File: config.mk
export PLATFORM = sky130hd
export DESIGN_NAME = nv_nvdla_cmac_op_seq
export DESIGN_NICKNAME = d
export VERILOG_FILES = /design/src/rtl/nv_nvdla_cmac_op_seq.sv
export SDC_FILE = /design/constraint.sdc
export NUM_CORES = 1
export LEC_CHECK = 0
export ABC_AREA = 0
export CAP_MARGIN = 20
export CORE_MARGIN = 3
export CORE_UTILIZATION = 50
export DETAILED_ROUTE_END_ITERATION = 16
export PLACE_DENSITY = 0.83
export SYNTH_ARGS = -nofsm -noshare
export SYNTH_HDL_FRONTEND = slang
export SYNTH_SLANG_ARGS = --single-unit
File: constraint.sdc
create_clock -name nvdla_core_clk -period 2.95 [get_ports nvdla_core_clk]
set_input_delay 0.4425 -clock nvdla_core_clk [delete_from_list [all_inputs] [get_ports nvdla_core_clk]]
set_output_delay 0.4425 -clock nvdla_core_clk [all_outputs]
set_load 0.01 [all_outputs]
File: src/rtl/nv_nvdla_cmac_op_seq.sv
// CMAC layer sequencer: serves the d0/d1 register groups in strict alternation,
// shadows the active group's config, drives op_en to the core, retires layers
// on done or watchdog timeout and keeps the layer count and sticky error.
module nv_nvdla_cmac_op_seq #(
    parameter int GAP_CYCLES = 3,
    parameter int WDOG_W     = 20,
    parameter int CNT_W      = 16
) (
    input  logic             nvdla_core_clk,
    input  logic             nvdla_core_rstn,
    input  logic             reg2dp_d0_op_en,
    input  logic             reg2dp_d1_op_en,
    input  logic             reg2dp_d0_conv_mode,
    input  logic             reg2dp_d1_conv_mode,
    input  logic [1:0]       reg2dp_d0_proc_precision,
    input  logic [1:0]       reg2dp_d1_proc_precision,
    input  logic             dp2reg_done,
    input  logic             wdog_en,
    input  logic             err_clr,
    output logic             reg2dp_op_en,
    output logic             reg2dp_conv_mode,
    output logic [1:0]       reg2dp_proc_precision,
    output logic             dp2reg_consumer,
    output logic             op_en_clr_d0,
    output logic             op_en_clr_d1,
    output logic             seq_busy,
    output logic [CNT_W-1:0] layer_cnt,
    output logic             timeout_err
);

    typedef enum logic [1:0] {S_IDLE, S_LAUNCH, S_RUN, S_GAP} state_t;

    typedef struct packed {
        logic       conv_mode;
        logic [1:0] precision;
    } cfg_t;

    localparam int GAP_W = (GAP_CYCLES > 1) ? $clog2(GAP_CYCLES) : 1;
    localparam logic [GAP_W-1:0] GAP_LAST = GAP_W'(GAP_CYCLES - 1);
    // Value one below all-ones: the increment out of this value reaches the limit.
    localparam logic [WDOG_W-1:0] WDOG_LAST = ~(WDOG_W'(1));

    state_t            state;
    logic [WDOG_W-1:0] wdog_cnt;
    logic [GAP_W-1:0]  gap_cnt;

    logic grp_en;
    cfg_t grp_cfg;
    logic run_done;
    logic run_tout;

    // Group selected by the consumer pointer; the other group is never looked at.
    assign grp_en  = dp2reg_consumer ? reg2dp_d1_op_en : reg2dp_d0_op_en;
    assign grp_cfg = dp2reg_consumer ? cfg_t'{reg2dp_d1_conv_mode, reg2dp_d1_proc_precision}
                                     : cfg_t'{reg2dp_d0_conv_mode, reg2dp_d0_proc_precision};

    // Done has priority over a watchdog expiry in the same cycle.
    assign run_done = (state == S_RUN) && dp2reg_done;
    assign run_tout = (state == S_RUN) && !dp2reg_done && wdog_en && (wdog_cnt == WDOG_LAST);

    // Sequencer FSM with registered outputs, shadow config and counters.
    always_ff @(posedge nvdla_core_clk or negedge nvdla_core_rstn) begin
        if (!nvdla_core_rstn) begin
            state                 <= S_IDLE;
            wdog_cnt              <= '0;
            gap_cnt               <= '0;
            reg2dp_op_en          <= 1'b0;
            reg2dp_conv_mode      <= 1'b0;
            reg2dp_proc_precision <= 2'b01;
            dp2reg_consumer       <= 1'b0;
            op_en_clr_d0          <= 1'b0;
            op_en_clr_d1          <= 1'b0;
            seq_busy              <= 1'b0;
            layer_cnt             <= '0;
        end else begin
            op_en_clr_d0 <= 1'b0;
            op_en_clr_d1 <= 1'b0;
            case (state)
                S_IDLE: begin
                    if (grp_en) begin
                        state                 <= S_LAUNCH;
                        reg2dp_conv_mode      <= grp_cfg.conv_mode;
                        reg2dp_proc_precision <= grp_cfg.precision;
                        seq_busy              <= 1'b1;
                    end
                end
                S_LAUNCH: begin
                    state        <= S_RUN;
                    reg2dp_op_en <= 1'b1;
                end
                S_RUN: begin
                    if (run_done || run_tout) begin
                        state           <= S_GAP;
                        reg2dp_op_en    <= 1'b0;
                        op_en_clr_d0    <= ~dp2reg_consumer;
                        op_en_clr_d1    <= dp2reg_consumer;
                        dp2reg_consumer <= ~dp2reg_consumer;
                        layer_cnt       <= layer_cnt + CNT_W'(1);
                        wdog_cnt        <= '0;
                        gap_cnt         <= '0;
                    end else if (wdog_en) begin
                        wdog_cnt <= wdog_cnt + WDOG_W'(1);
                    end
                end
                S_GAP: begin
                    if (gap_cnt == GAP_LAST) begin
                        state    <= S_IDLE;
                        seq_busy <= 1'b0;
                    end else begin
                        gap_cnt <= gap_cnt + GAP_W'(1);
                    end
                end
                default: state <= S_IDLE;
            endcase
        end
    end

    // Sticky timeout error; a fresh timeout beats a simultaneous clear.
    always_ff @(posedge nvdla_core_clk or negedge nvdla_core_rstn) begin
        if (!nvdla_core_rstn) begin
            timeout_err <= 1'b0;
        end else if (run_tout) begin
            timeout_err <= 1'b1;
        end else if (err_clr) begin
            timeout_err <= 1'b0;
        end
    end

endmodule

==> out/summary.md, run 1 <==
The number of buffers inserted by port buffering is 37, and the largest stage delay on the critical path is 720 ps. Yosys attributes the largest share of cell area to sky130_fd_sc_hd__dfrtp_1 (46%), sky130_fd_sc_hd__nand2_1 (5.3%), sky130_fd_sc_hd__ha_1 (4.3%). The worst path uses 80.53% of the clock period. The congestion estimate from routability-driven global placement came to 0.8523. The post-route netlist has 8.176% of its cells at a drive strength greater than 1.

Counting along the longest clock path gives a buffer depth of 2. After the first detailed-routing iteration, the DRC count stood at 141. By count the netlist is led by sky130_fd_sc_hd__dfrtp_1 (48), sky130_fd_sc_hd__nand2_1 (37), sky130_fd_sc_hd__nand3_1 (22). The worst hold-check path type is reg -> reg. The routed via count divided by cell count came out at 5.831. Synthesis produced 271 cells. The analysis attributes to cell leakage a power of 0.001400 uW. The most used standard cell by instance count after synthesis is sky130_fd_sc_hd__dfrtp_1. The y dimension of the die came out at 78.15 um. Of all nets on the critical path, the largest fanout is 23. For the combined area of all synthesized cells, the log shows 2602 um2. Counting cells, the worst reg-to-reg path comes to 7. Smallest hold slack: 482.0 ps. For the initial core utilization, the log shows 53.33%. The cell at the slowest stage of the critical path was sky130_fd_sc_hd__a21oi_2. After detailed routing, the number of remaining DRC violations is 0. The final net count came out at 339. The repair_antennas step left the layout with diodes totalling 0. The tools report the TritonCTS buffer count as 5. The number of synthesized flops with an enable pin works out to 0.

Floorplan die area: 6107 um2. TritonCTS built the clock tree. The tools report the level count of the clock H-tree as 2. The count of pins over their slew limit is 0, and the worst clock skew is 7.834 ps. The area share of the leading cell type in the synthesized netlist was 46.15%; the total of warnings raised by yosys was 0. Post-CTS timing repair inserted 0 buffers for setup. Summing all non-filler instances in the final layout gives an area of 3241 um2. The x dimension of the die was 78.15 um.

For the pin with the worst max-slew slack, the measured transition is 1005 ps. Via count of the first global-routing pass: 2233. The first TritonRoute pass finished after 5 iterations. The worst setup path is of the reg -> reg kind. The tools report the number of rows created at floorplan as 25.

For the HPWL reported at the end of detailed placement, the log shows 4188 um. The arrival time at the worst endpoint was 2560 ps; the layout overhead on the synthesized area was 24.52%. The maximum VDD drop is 0.3646 mV.

Among all flip-flop cells after synthesis, the most frequent one is sky130_fd_sc_hd__dfrtp_1. The logs give 574.3 ps for the worst setup margin and 382.0 ps for the worst slack at placement. The tools report the root buffer selected by CTS as sky130_fd_sc_hd__clkbuf_8. Global routing used 21.05% of the available tracks across all layers. The run finished with clean final reports. The total global routing overflow is 0. STA classifies the critical path endpoint as a flip-flop. The hold buffer count at cts was 0. Adding up every negative setup slack in the final design gives 0 ps. The depth of the worst hold-timing path is 1, and the initial antenna violation count is 0. The run gives 293 as the number of nets in the synthesized netlist.

Counting flops and latches in the post-synthesis netlist gives 49. Post-CTS repair changed the size of 0 cells. The clock period minus final worst setup slack is 2376 ps, and the clock latency of the later-clocked register in the worst-skew pair is 310 ps.

The tools report the category of the worst setup path launch point as a flip-flop. The first global-routing pass estimated 10470 um of wire. Walking the worst path, the cells encountered are inv_1, ha_1, buf_4, and2_1, a21oi_2, nor4_1, xor2_1. The tools report the number of top-level pins as 38.

Static timing analysis puts the maximum clock frequency at 0.4209 GHz. Sequential cells were found to cover 47.16% of the synthesized design area. Count of maximum capacitance violations: 0. The via total after detailed routing is 2245. The remaining antenna violation count after routing is 0. Setup violations remaining at the end of the flow were counted as 0. The floorplan step defined a core boundary enclosing 4880 um2. Setup repair after global routing left no endpoint under its margin.

The critical path required time is 3130 ps. Relative max-transition margin: 33.02%. Share of flip-flops with an asynchronous set or reset: 100.0%. The run gives 3073 um2 as the post-detailed-placement cell area. Dividing total power by cell area gives a power density of 706.2 nW/um2. The maximum number of pins on one net before global-route repair was 50. The most area-hungry cell type in the Yosys netlist was sky130_fd_sc_hd__dfrtp_1. The post-synthesis average cell area was 9.603 um2.

The final-report hold violation count is 0, and the clock slew at the register clock pins of the worst setup and hold paths is 100 ps. After detailed routing, the average wire length per cell comes to 15.24 um. The final routed wirelength across all metal layers is 5867 um.

The total clock sinks came out at 49. Yosys mapped the design onto 47 distinct sky130hd cell types.
flip-flops by register name, indices dropped and copies added, names as in the netlist:
| register | cells |
|---|---|
| wdog_cnt | 20 |
| layer_cnt | 16 |
| gap_cnt | 2 |
| reg2dp_proc_precision | 2 |
| state | 2 |
| dp2reg_consumer | 1 |
| op_en_clr_d0 | 1 |
| op_en_clr_d1 | 1 |
| reg2dp_conv_mode | 1 |
| reg2dp_op_en | 1 |
| seq_busy | 1 |
| timeout_err | 1 |
metal layers:
metal  routed length [um]  vias to the layer above  track usage [%]
met3                  331                        8            4.702
met2                 2932                       66            35.87
met4                   85                        0            5.944
met1                 2517                     1094            26.94
met5                    0                        -                0
li1                     -                     1077                -
final timing paths:
path / start / end / slack (ps)
worst max-delay path: state[0] / layer_cnt[8] / 570
worst min-delay path: layer_cnt[15] / layer_cnt[15] / 480
worst max register to register: state[0] / layer_cnt[8] / 570
worst min register to register: layer_cnt[15] / layer_cnt[15] / 480
max in group asynchronous: nvdla_core_rstn / reg2dp_proc_precision[0] / 1930
min in group asynchronous: nvdla_core_rstn / layer_cnt[15] / 490
critical path, delay by kind of cell, from the launching register on:
kind | cells | cell delay [ps]
AO/OA/AOI/OAI | 1 | 720
XOR/XNOR | 1 | 200
buffers and inverters | 2 | 290
adder cells (fa/ha/maj) | 1 | 240
flip-flops | 1 | 430
AND/OR/NAND/NOR | 2 | 360
power by group:
part / total, uW / leakage (uW) / internal, uW / switching [uW]
clock: 577 / 0.0000687 / 341 / 235
combinational: 771 / 0.000687 / 372 / 399
sequential: 941 / 0.000645 / 798 / 143
kinds of logic (layout without fill, tap and decap cells):
group	after synthesis	after routing	synth area share (%)
AOI/OAI and AO/OA	50	50	12.12
muxes	8	8	3.173
and+or+nand+nor	122	122	25.34
xor gates and xnor gates	16	16	5.384
DFF	49	49	47.16
adders and majority gates	9	9	4.327
buffers and inverters	17	64	2.500
cells in the final DEF, fill, tap and decap left out, types with 6 or more instances in the layout:
cell type,n
sky130_fd_sc_hd__nor3_1,6
sky130_fd_sc_hd__xor2_1,12
sky130_fd_sc_hd__dfrtp_1,48
sky130_fd_sc_hd__mux2i_1,6
sky130_fd_sc_hd__buf_4,6
sky130_fd_sc_hd__nand2_1,37
sky130_fd_sc_hd__nor2_1,11
sky130_fd_sc_hd__or4_1,7
sky130_fd_sc_hd__nand3_1,22
sky130_fd_sc_hd__o21ai_0,14
sky130_fd_sc_hd__nand4_1,9
sky130_fd_sc_hd__ha_1,9
sky130_fd_sc_hd__a21oi_1,15
sky130_fd_sc_hd__inv_1,11
sky130_fd_sc_hd__clkdlybuf4s50_1,36
area by class of cell:
type	instances	area, um2
inverter	11	41.29
clock buffer	5	68.82
fill	376	1639
tap	67	83.83
timing repair buffer	45	440.4
multi-input combinational	205	1310
sequential	49	1227
clock inverter	3	68.82
per-stage QoR:
stage	power (uW)	util [%]	std cells
3_3_place_gp	1663	62.97	375
5_1_grt	2442	66.41	385
3_5_place_dp	1716	62.97	375
6_report	2289	66.41	385
4_1_cts	2296	65.79	383
2_1_floorplan	1386	-	271
Power figures use the tool's default switching activity.
==> run 2, diff against run 1 <==
==> constraint.sdc (replaced) <==
create_clock -name nvdla_core_clk -period 2.4 [get_ports nvdla_core_clk]
set_input_delay 0.36 -clock nvdla_core_clk [delete_from_list [all_inputs] [get_ports nvdla_core_clk]]
set_output_delay 0.36 -clock nvdla_core_clk [all_outputs]
set_load 0.01 [all_outputs]
==> run 2 against run 1 <==
  * Register-to-register slack worse by 330 ps
  * Count of clock-buffer cells in the layout is the same
  * Combinational power grew 24%
  * Highest routed layer unchanged
  * Sequential share of layout area is 0.088 points lower
==> out/summary.md, run 2 (synthesis gave the netlist of run 1 again) <==
The tools report the TritonCTS buffer count as 5 (unchanged). In the layout the commonest cells are sky130_fd_sc_hd__dfrtp_1 (48), sky130_fd_sc_hd__nand2_1 (37), sky130_fd_sc_hd__clkdlybuf4s50_1 (36). The antenna diode count came out at 0 (unchanged).

The final routed wirelength across all metal layers is 5740 um (-2.2%). The largest registers in the layout are wdog_cnt x20, layer_cnt x16. Clock period minus final worst setup slack: 2156 ps (-220.0 ps). The run finished with clean final reports. The via total after detailed routing is 2220 (-1.1%).

Setup repair after global routing left no endpoint under its margin. The number of cells on the worst reg-to-reg path is 8 (+1), and the number of rows created at floorplan is 25 (unchanged). The tightest min-delay check is of the in -> async type. The initial antenna violation count is 0 (unchanged), and the total global routing overflow is 0 (unchanged). The average wire length per cell after detail routing was 14.68 um (-3.7%).

The run gives 4 (-1) as the detailed-routing iteration count for the pre-antenna-repair pass. Number of flip-flops under the largest register name: 20 (unchanged). The maximum number of pins on one net before global-route repair is 40 (-20%), and the relative max-transition margin is 41.53% (+8.5 points).

The maximum fanout encountered on the critical timing path is 11 (-52%). The x dimension of the die is 78.15 um (unchanged), and the post-detailed-placement cell area is 3133 um2 (+2.0%). The layout overhead on the synthesized area was 24.81%; the critical path required time was 2630 ps (-500 ps). The remaining antenna violation count after routing is 0 (unchanged). The hold buffer count at cts was 0 (unchanged); the number of buffers inserted by port buffering was 37 (unchanged).

The logs give 4880 um2 (unchanged) for the core area and 391 (+4.0%) for the total of fill cells in the finished design. The total setup buffers inserted after CTS was 0 (unchanged); the initial core utilization was 53.33% (unchanged). CTS placed an instance of sky130_fd_sc_hd__clkbuf_8 at the clock tree root. The tools report the area of all placed cells without fillers as 3248 um2 (+0.23%). The weighted congestion reported at the end of routability-driven placement was 0.8144 (-4.4%).

The run gives 0 (unchanged) as the count of maximum capacitance violations. The final net count was 345 (+1.8%). TritonCTS built the clock tree.

The first-pass GRT wire length is 10200 um (-2.6%). The tools report the smallest hold slack as 173.3 ps (-308.7 ps). The clock latency of the later-clocked register in the worst-skew pair came out at 290 ps (-20 ps).

The maximum buffer depth of the clock tree is 2 (unchanged), and the total clock sinks is 49 (unchanged). Number of gates resized after cts: 0 (unchanged). The count of pins over their slew limit was 0 (unchanged); the global routing usage summed across all routing layers was 20.22% (-0.83 points). The most common cell after layout, fill and taps aside was sky130_fd_sc_hd__dfrtp_1. The worst setup path category is reg -> reg. Floorplan die area: 6107 um2 (unchanged). Power density relative to cell area: 829.6 nW/um2 (+17%). The number of remaining DRC errors is 0 (unchanged). The routed via count divided by cell count is 5.678 (-2.6%), and the maximum VDD drop is 0.4071 mV (+12%). The via count of the first global-routing pass was 2205 (-1.3%); the final-report hold violation count was 0 (unchanged). The tools report the worst clock skew as 4.130 ps (-3.704 ps). The count of final setup violators came out at 0 (unchanged). The clock slew at the register clock pins of the worst setup and hold paths was 90 ps (about the same); the y dimension of the die was 78.15 um (unchanged). The highest clock frequency the design can meet is 0.4639 GHz (+10%). The logs give 0.001411 uW (+0.79%) for the leakage power figure and 0 ps (unchanged) for the post-route setup TNS. Number of top-level pins: 38 (unchanged).

Counting flops per register, the top entry is wdog_cnt. The worst setup path is captured at a flip-flop. The number of DRC violations after detailed-routing iteration 0 was 148 (+5.0%).

The worst setup path is launched from a flip-flop. The HPWL reported at the end of detailed placement is 4254 um (+1.6%). The final period utilization was 89.82% (+9.3 points); the arrival time at the worst endpoint was 2380 ps (-180 ps).

The transition time at the pin with the least slew margin is 877.0 ps (-127.7 ps), and the level count of the clock H-tree is 2 (unchanged). Share of cells above drive strength 1: 10.19% (+2.0 points).
==> run 2: metal layers <==
| layer | up-vias | wire length [um] | global-route usage, % |
|---|---|---|---|
| li1 | 1089 | - | - |
| met1 | 1062 | 2621 | 26.36 |
| met2 | 67 | 2806 | 35.19 |
| met3 | 2 | 288 | 3.784 |
| met4 | 0 | 23 | 4.196 |
| met5 | - | 0 | 0 |
==> run 2: worst paths after layout <==
kind	from	end	slack, ps
min in group nvdla_core_clk	layer_cnt[15]	layer_cnt[15]	480
worst min-delay path	nvdla_core_rstn	layer_cnt[14]	170
worst min register to register	layer_cnt[15]	layer_cnt[15]	480
max in group asynchronous	nvdla_core_rstn	wdog_cnt[9]	1570
worst max register to register	state[0]	layer_cnt[15]	240
worst max-delay path	state[0]	layer_cnt[15]	240
==> run 2: where the power goes <==
part | switching, uW | internal, uW
sequential | 174 | 981
clock | 275 | 312
combinational | 475 | 479
total | 923 | 1770
==> run 2: worst max-delay path: stages (launching register included) <==
cell and delay [ps]:
sky130_fd_sc_hd__dfrtp_1 420, sky130_fd_sc_hd__inv_1 120, sky130_fd_sc_hd__ha_1 230, sky130_fd_sc_hd__nand3b_2 120
sky130_fd_sc_hd__nor4_2 360, sky130_fd_sc_hd__a21oi_2 200, sky130_fd_sc_hd__buf_4 210, sky130_fd_sc_hd__nor3_1 270
sky130_fd_sc_hd__xor2_1 170
==> run 2: final cells by class <==
type                       instances  area, um2  area share, %
clock inverter                     3      46.29          1.425
timing repair buffer              51      470.5          14.48
inverter                          11      41.29          1.271
clock buffer                       5      68.82          2.119
tap                               67      83.83          2.581
sequential                        49       1227          37.79
multi-input combinational        205       1310          40.33
==> run 2: stage by stage <==
step | utilization [%] | total power (uW) | cells | setup WS (ps)
global placement | 64.21 | 2080 | 383 | 161.3
CTS | 66.56 | 2719 | 391 | 234.8
finish | 66.56 | 2695 | 391 | 244.3
global route | 66.56 | 2889 | 391 | 67.63
detailed placement | 64.21 | 2126 | 383 | 108.6
floorplan | - | 1704 | 271 | 307.7
